`config.mk`:
```
export PLATFORM = sky130hd
export DESIGN_NAME = spi_reg_bank
export DESIGN_NICKNAME = d
export VERILOG_FILES = /design/src/rtl/spi_reg_pkg.sv /design/src/rtl/spi_sync_edge.sv /design/src/rtl/spi_reg_bank.sv
export SDC_FILE = /design/constraint.sdc
export NUM_CORES = 1
export LEC_CHECK = 0
export CAP_MARGIN = 20
export CORE_ASPECT_RATIO = 1.5
export CORE_MARGIN = 1
export CORE_UTILIZATION = 48
export CTS_CLUSTER_SIZE = 30
export DETAILED_ROUTE_END_ITERATION = 6
export PLACE_DENSITY = 0.75
export SYNTH_ARGS = -nofsm -noshare
export SYNTH_HDL_FRONTEND = slang
export SYNTH_HIERARCHICAL = 1
export SYNTH_SLANG_ARGS = --single-unit
```
`constraint.sdc`:
```
create_clock -name clk -period 1.7 [get_ports clk]
set_input_delay 0.51 -clock clk [delete_from_list [all_inputs] [get_ports clk]]
set_output_delay 0.51 -clock clk [all_outputs]
set_load 0.03 [all_outputs]
```
`src/rtl/spi_reg_pkg.sv`:
```
// Shared constants and types for the SPI register bank.
package spi_reg_pkg;

  localparam int FRAME_BITS = 16;

  localparam logic [6:0] ADDR_EN_OUT_LO = 7'h00;
  localparam logic [6:0] ADDR_EN_OUT_HI = 7'h01;
  localparam logic [6:0] ADDR_EN_PWM_LO = 7'h02;
  localparam logic [6:0] ADDR_EN_PWM_HI = 7'h03;
  localparam logic [6:0] ADDR_DUTY      = 7'h04;

  typedef enum logic [1:0] {
    IDLE   = 2'd0,
    SHIFT  = 2'd1,
    COMMIT = 2'd2
  } state_e;

endpackage

```
`src/rtl/spi_sync_edge.sv`:
```
// Multi-flop synchronizer for one async pin with rise/fall pulses.
// primed_o goes high once the chain has been flushed with real pin samples
// after reset, so that edges created by the reset level are not trusted.
module spi_sync_edge #(
  parameter int   STAGES  = 2,
  parameter logic RST_VAL = 1'b0
) (
  input  logic clk,
  input  logic rst_n,
  input  logic d_i,
  output logic lvl_o,
  output logic rise_o,
  output logic fall_o,
  output logic primed_o
);

  logic [STAGES-1:0] sync_q;
  logic [STAGES-1:0] sync_d;
  logic              prev_q;
  logic [STAGES:0]   prime_q;
  logic [STAGES:0]   prime_d;

  // next-state for the synchronizer chain and the flush tracker
  always_comb begin
    sync_d  = {sync_q[STAGES-2:0], d_i};
    prime_d = {prime_q[STAGES-1:0], 1'b1};
  end

  // synchronizer, previous-sample and flush flops
  always_ff @(posedge clk or negedge rst_n) begin
    if (!rst_n) begin
      sync_q  <= {STAGES{RST_VAL}};
      prev_q  <= RST_VAL;
      prime_q <= '0;
    end else begin
      sync_q  <= sync_d;
      prev_q  <= sync_q[STAGES-1];
      prime_q <= prime_d;
    end
  end

  assign lvl_o    = sync_q[STAGES-1];
  assign rise_o   =  sync_q[STAGES-1] & ~prev_q;
  assign fall_o   = ~sync_q[STAGES-1] &  prev_q;
  assign primed_o = prime_q[STAGES];

endmodule

```
`src/rtl/spi_reg_bank.sv`:
```
// SPI mode-0 slave register bank feeding the PWM peripheral.
// Frames: [15]=R/W (1=write), [14:8]=addr, [7:0]=data, MSB first.
// Optional readback of registers over cipo_o is enabled by defining
// SPI_READBACK_EN; without it cipo_o is 0 and read frames are dropped.
module spi_reg_bank #(
  parameter int SYNC_STAGES = 2,
  parameter int FRAME_BITS  = spi_reg_pkg::FRAME_BITS,
  parameter int NUM_REGS    = 5
) (
  input  logic       clk,
  input  logic       rst_n,
  input  logic       sclk_i,
  input  logic       copi_i,
  input  logic       ncs_i,
  output logic       cipo_o,
  output logic [7:0] en_reg_out_7_0,
  output logic [7:0] en_reg_out_15_8,
  output logic [7:0] en_reg_pwm_7_0,
  output logic [7:0] en_reg_pwm_15_8,
  output logic [7:0] pwm_duty_cycle,
  output logic       frame_done
);

  import spi_reg_pkg::*;

  localparam int               CNT_W      = $clog2(FRAME_BITS + 2);
  localparam logic [CNT_W-1:0] CNT_FULL   = CNT_W'(FRAME_BITS);
  localparam logic [CNT_W-1:0] CNT_MAX    = CNT_W'(FRAME_BITS + 1);
  localparam logic [6:0]       NUM_REGS_A = 7'(NUM_REGS);

  // ---- pin synchronization ----
  logic sclk_lvl, sclk_rise, sclk_fall, sclk_primed;
  logic ncs_lvl,  ncs_rise,  ncs_fall,  ncs_primed;

  spi_sync_edge #(.STAGES(SYNC_STAGES), .RST_VAL(1'b0)) u_sync_sclk (
    .clk(clk), .rst_n(rst_n), .d_i(sclk_i),
    .lvl_o(sclk_lvl), .rise_o(sclk_rise), .fall_o(sclk_fall), .primed_o(sclk_primed)
  );

  spi_sync_edge #(.STAGES(SYNC_STAGES), .RST_VAL(1'b1)) u_sync_ncs (
    .clk(clk), .rst_n(rst_n), .d_i(ncs_i),
    .lvl_o(ncs_lvl), .rise_o(ncs_rise), .fall_o(ncs_fall), .primed_o(ncs_primed)
  );

  logic [SYNC_STAGES-1:0] copi_sync_q;
  logic [SYNC_STAGES-1:0] copi_sync_d;
  logic                   copi_s;

  // copi only needs a plain synchronizer; it is sampled on sclk edges
  always_comb copi_sync_d = {copi_sync_q[SYNC_STAGES-2:0], copi_i};

  // copi synchronizer flops
  always_ff @(posedge clk or negedge rst_n) begin
    if (!rst_n) copi_sync_q <= '0;
    else        copi_sync_q <= copi_sync_d;
  end

  assign copi_s = copi_sync_q[SYNC_STAGES-1];

  // ---- frame state ----
  state_e                  state_q;
  logic [FRAME_BITS-1:0]   shift_q;
  logic [FRAME_BITS-1:0]   shift_d;
  logic [CNT_W-1:0]        cnt_q;
  logic [CNT_W-1:0]        cnt_d;
  logic                    armed_q;
  logic                    frame_done_q;
  logic [7:0]              out_lo_q, out_hi_q, pwm_lo_q, pwm_hi_q, duty_q;

  logic                    rw_bit;
  logic [6:0]              addr_f;
  logic [7:0]              data_f;
  logic                    full_frame;
  logic                    wr_ok;

  // next shift value / saturating bit count for an accepted sclk rise
  always_comb begin
    shift_d = {shift_q[FRAME_BITS-2:0], copi_s};
    cnt_d   = (cnt_q == CNT_MAX) ? cnt_q : cnt_q + 1'b1;
  end

  // field decode of the captured frame, used in COMMIT
  always_comb begin
    rw_bit     = shift_q[FRAME_BITS-1];
    addr_f     = shift_q[FRAME_BITS-2 -: 7];
    data_f     = shift_q[7:0];
    full_frame = (cnt_q == CNT_FULL);
    wr_ok      = full_frame && rw_bit && (addr_f < NUM_REGS_A);
  end

`ifdef SPI_READBACK_EN
  logic [7:0] out_sh_q;
  logic       cipo_q;
  logic [7:0] rd_data;
  logic       rd_ok;

  // register selected by the address byte that the current sclk rise completes
  always_comb begin
    rd_data = 8'h00;
    if (!shift_d[7]) begin
      case (shift_d[6:0])
        ADDR_EN_OUT_LO: rd_data = out_lo_q;
        ADDR_EN_OUT_HI: rd_data = out_hi_q;
        ADDR_EN_PWM_LO: rd_data = pwm_lo_q;
        ADDR_EN_PWM_HI: rd_data = pwm_hi_q;
        ADDR_DUTY:      rd_data = duty_q;
        default:        rd_data = 8'h00;
      endcase
    end
    rd_ok = full_frame && !rw_bit && (addr_f < NUM_REGS_A);
  end

  // readback shifter: loaded on the 8th sclk rise, MSB out on each sclk fall
  always_ff @(posedge clk or negedge rst_n) begin
    if (!rst_n) begin
      out_sh_q <= '0;
      cipo_q   <= 1'b0;
    end else if (state_q != SHIFT || ncs_lvl) begin
      out_sh_q <= '0;
      cipo_q   <= 1'b0;
    end else if (sclk_rise && cnt_q == CNT_W'(7)) begin
      out_sh_q <= rd_data;
    end else if (sclk_fall && cnt_q >= CNT_W'(8)) begin
      cipo_q   <= out_sh_q[7];
      out_sh_q <= {out_sh_q[6:0], 1'b0};
    end
  end

  assign cipo_o = cipo_q;
`else
  assign cipo_o = 1'b0;
`endif

  // frame FSM with registered register-bank and frame_done outputs
  always_ff @(posedge clk or negedge rst_n) begin
    if (!rst_n) begin
      state_q      <= IDLE;
      shift_q      <= '0;
      cnt_q        <= '0;
      armed_q      <= 1'b0;
      frame_done_q <= 1'b0;
      out_lo_q     <= 8'h00;
      out_hi_q     <= 8'h00;
      pwm_lo_q     <= 8'h00;
      pwm_hi_q     <= 8'h00;
      duty_q       <= 8'h00;
    end else begin
      frame_done_q <= 1'b0;
      // only a genuine high-to-low ncs after reset may open a frame
      if (ncs_primed && sclk_primed && ncs_lvl) armed_q <= 1'b1;
      case (state_q)
        IDLE: begin
          if (ncs_fall && armed_q) begin
            state_q <= SHIFT;
            shift_q <= '0;
            cnt_q   <= '0;
          end
        end
        SHIFT: begin
          // ncs rise wins over a coincident sclk rise
          if (ncs_rise) begin
            state_q <= COMMIT;
          end else if (sclk_rise) begin
            shift_q <= shift_d;
            cnt_q   <= cnt_d;
          end
        end
        COMMIT: begin
          state_q <= IDLE;
          if (wr_ok) begin
            frame_done_q <= 1'b1;
            case (addr_f)
              ADDR_EN_OUT_LO: out_lo_q <= data_f;
              ADDR_EN_OUT_HI: out_hi_q <= data_f;
              ADDR_EN_PWM_LO: pwm_lo_q <= data_f;
              ADDR_EN_PWM_HI: pwm_hi_q <= data_f;
              ADDR_DUTY:      duty_q   <= data_f;
              default: ;
            endcase
          end
`ifdef SPI_READBACK_EN
          if (rd_ok) frame_done_q <= 1'b1;
`endif
        end
        default: state_q <= IDLE;
      endcase
    end
  end

  assign en_reg_out_7_0  = out_lo_q;
  assign en_reg_out_15_8 = out_hi_q;
  assign en_reg_pwm_7_0  = pwm_lo_q;
  assign en_reg_pwm_15_8 = pwm_hi_q;
  assign pwm_duty_cycle  = duty_q;
  assign frame_done      = frame_done_q;

endmodule

```
==> results.sh <==
export IMPL_dp_hpwl_um=4160
export IMPL_dieArea_um2=6740
export IMPL_antenna_found_initial=0
export IMPL_wire_per_inst_um=15.8
export IMPL_cts_max_path_buffers=2
export IMPL_drt_wl_total_um=6230
export IMPL_final_layout_size_suffix_gt1_frac=0.353
export IMPL_wl_met3_um=210
export IMPL_initial_utilization=0.498
export IMPL_finalMaxSlewViolations=0
export IMPL_n_antenna_cell=0
export IMPL_min_period_ns=1.93
export IMPL_syn_area_um2=3070
export IMPL_drt_iter0_drc=89
export IMPL_grt_pass1_vias=2088
export IMPL_rsz0062_at_grt="true"
export IMPL_route_met2_wl_um=3210
export IMPL_fillers=452
export IMPL_highest_layer="met4"
export IMPL_finalSetupViolations=40
export IMPL_grt_use_total=0.214
export IMPL_violations="negative setup slack"
export IMPL_power_density_nw_per_um2=936
export IMPL_gp_congestion=0.845
export IMPL_cts_sinks=79
export IMPL_clk_pin_slew_worst_paths_ns=0.08
export IMPL_cp_arrival_ns=2.16
export IMPL_drc=0
export IMPL_cts_root_buf="clkbuf_8"
export IMPL_yosysWarnings=6
export IMPL_max_freq_mhz=518
export IMPL_syn_avg_cell_area_um2=13.3
export IMPL_syn_nets=239
export IMPL_avgViaCountPerCell=5.17
export IMPL_die_x_um=67.3
export IMPL_first_pass_iters=4
export IMPL_drt_met1_wl_um=2690
export IMPL_end_kind="flip-flop"
export IMPL_path_class="flip-flop to flip-flop"
export IMPL_status="finished with violations"
export IMPL_vias=2038
export IMPL_io_pins=47
export IMPL_netlist_instances=231
export IMPL_grt_start_max_net_pins=36
export IMPL_port_buffers=45
export IMPL_crit_fanout=8
export IMPL_ir_drop_mv=0.696
export IMPL_skew_ns=0.0163
export IMPL_cts_tree="yes"
export IMPL_core_area_um2=6170
export IMPL_nets=323
export IMPL_cp_start_kind="flip-flop"
export IMPL_cts_made_buffers=9
export IMPL_fin_crit_sh=1.14
export IMPL_h_tree_depth=3
export IMPL_drv_cap=0
export IMPL_gr_total_overflow=0
export IMPL_final_hold_violation_count=0
export IMPL_totalPowerFinal_mw=3.84
export IMPL_leakage_nw=2.23
export IMPL_clk_latency_ns=0.35
export IMPL_setup_ws_ns=-0.232
export IMPL_holdWs_ns=0.0541
export IMPL_rows=35
export IMPL_ant_nets=0
export IMPL_area_growth_pct=33.4
export IMPL_hold_class="input port to async pin"
export IMPL_die_h_um=100
export IMPL_worstPathRequired_ns=1.93
export IMPL_grt_pass1_wl_um=10400
state kept, by name, indices dropped and copies added (netlist names), 3 cells and up:
signal               cells
cnt_q                    5
en_reg_out_15_8          8
en_reg_out_7_0           8
en_reg_pwm_15_8          8
en_reg_pwm_7_0           8
pwm_duty_cycle           8
shift_q                 16
u_sync_ncs/prime_q       3
u_sync_sclk/prime_q      3
per-stage QoR:
stage / cell area, um2 / std cells / TNS, ns / setup WS, ns / util
after floorplan: 3090 / 231 / -2.38 / -0.0649 / -
after global placement: 3810 / 368 / -3.86 / -0.157 / 0.616
after detailed placement: 3810 / 368 / -5.44 / -0.209 / 0.616
after CTS: 4050 / 389 / -5.65 / -0.172 / 0.655
after global routing: 4100 / 394 / -9.62 / -0.300 / 0.664
final: 4100 / 394 / -6.12 / -0.232 / 0.664
report_power, final:
part           switching, mW  internal [mW]
clock                  0.666          0.673
combinational          0.269          0.211
sequential            0.0737           1.95
total                   1.01           2.83
final cells by class:
| class | count | area, um2 | area share |
|---|---|---|---|
| inverter | 4 | 15.0 | 0.00366 |
| multi-input combinational | 139 | 1110 | 0.271 |
| sequential | 79 | 1980 | 0.483 |
| clock inverter | 6 | 62.6 | 0.0153 |
| tap | 74 | 92.6 | 0.0226 |
| clock buffer | 10 | 128 | 0.0311 |
| timing repair buffer | 82 | 713 | 0.174 |
final timing paths:
check,endpoint,slack [ns],cells past startpoint,from
min in group clk,u_sync_sclk/prime_q[1],0.35,0,u_sync_sclk/prime_q[0]
hold reg to reg,u_sync_sclk/prime_q[1],0.35,0,u_sync_sclk/prime_q[0]
setup reg to reg,en_reg_pwm_7_0[4],-0.23,5,shift_q[13]
max in group asynchronous,u_sync_ncs/sync_q[1],1.07,2,rst_n
hold / removal,en_reg_out_15_8[7],0.05,1,rst_n
setup / recovery,en_reg_pwm_7_0[4],-0.23,5,shift_q[13]
what timing repair did:
action | in CTS | in global routing
setup buffers | 5 | 5
pin swaps | 4 | 3
resized for setup | 56 | 4
setup endpoints to repair | 82 | 46
hold buffers | 0 | 0
routing by layer:
metal  up-vias  GRT usage
met3         7     0.0500
met4         0     0.0884
li1        956          -
met1      1040      0.287
met5         -          0
met2        35      0.332
cells in the final DEF (no fill, tap or decap), types with 4 or more instances in the layout:
cell	count
nand3_1	4
nand2_1	33
buf_6	7
dfrtp_1	76
dlygate4sd2_1	41
buf_4	30
o21ai_0	18
clkbuf_8	9
mux2_2	39
critical path, cell delays in order, from the launching register on:
cell and delay, ns:
dfrtp_1 0.38, or4_4 0.54, nor4_4 0.25, buf_4 0.17, nand3b_4 0.15, mux2_2 0.31
Note: power is estimated with default switching activity, not from simulation.
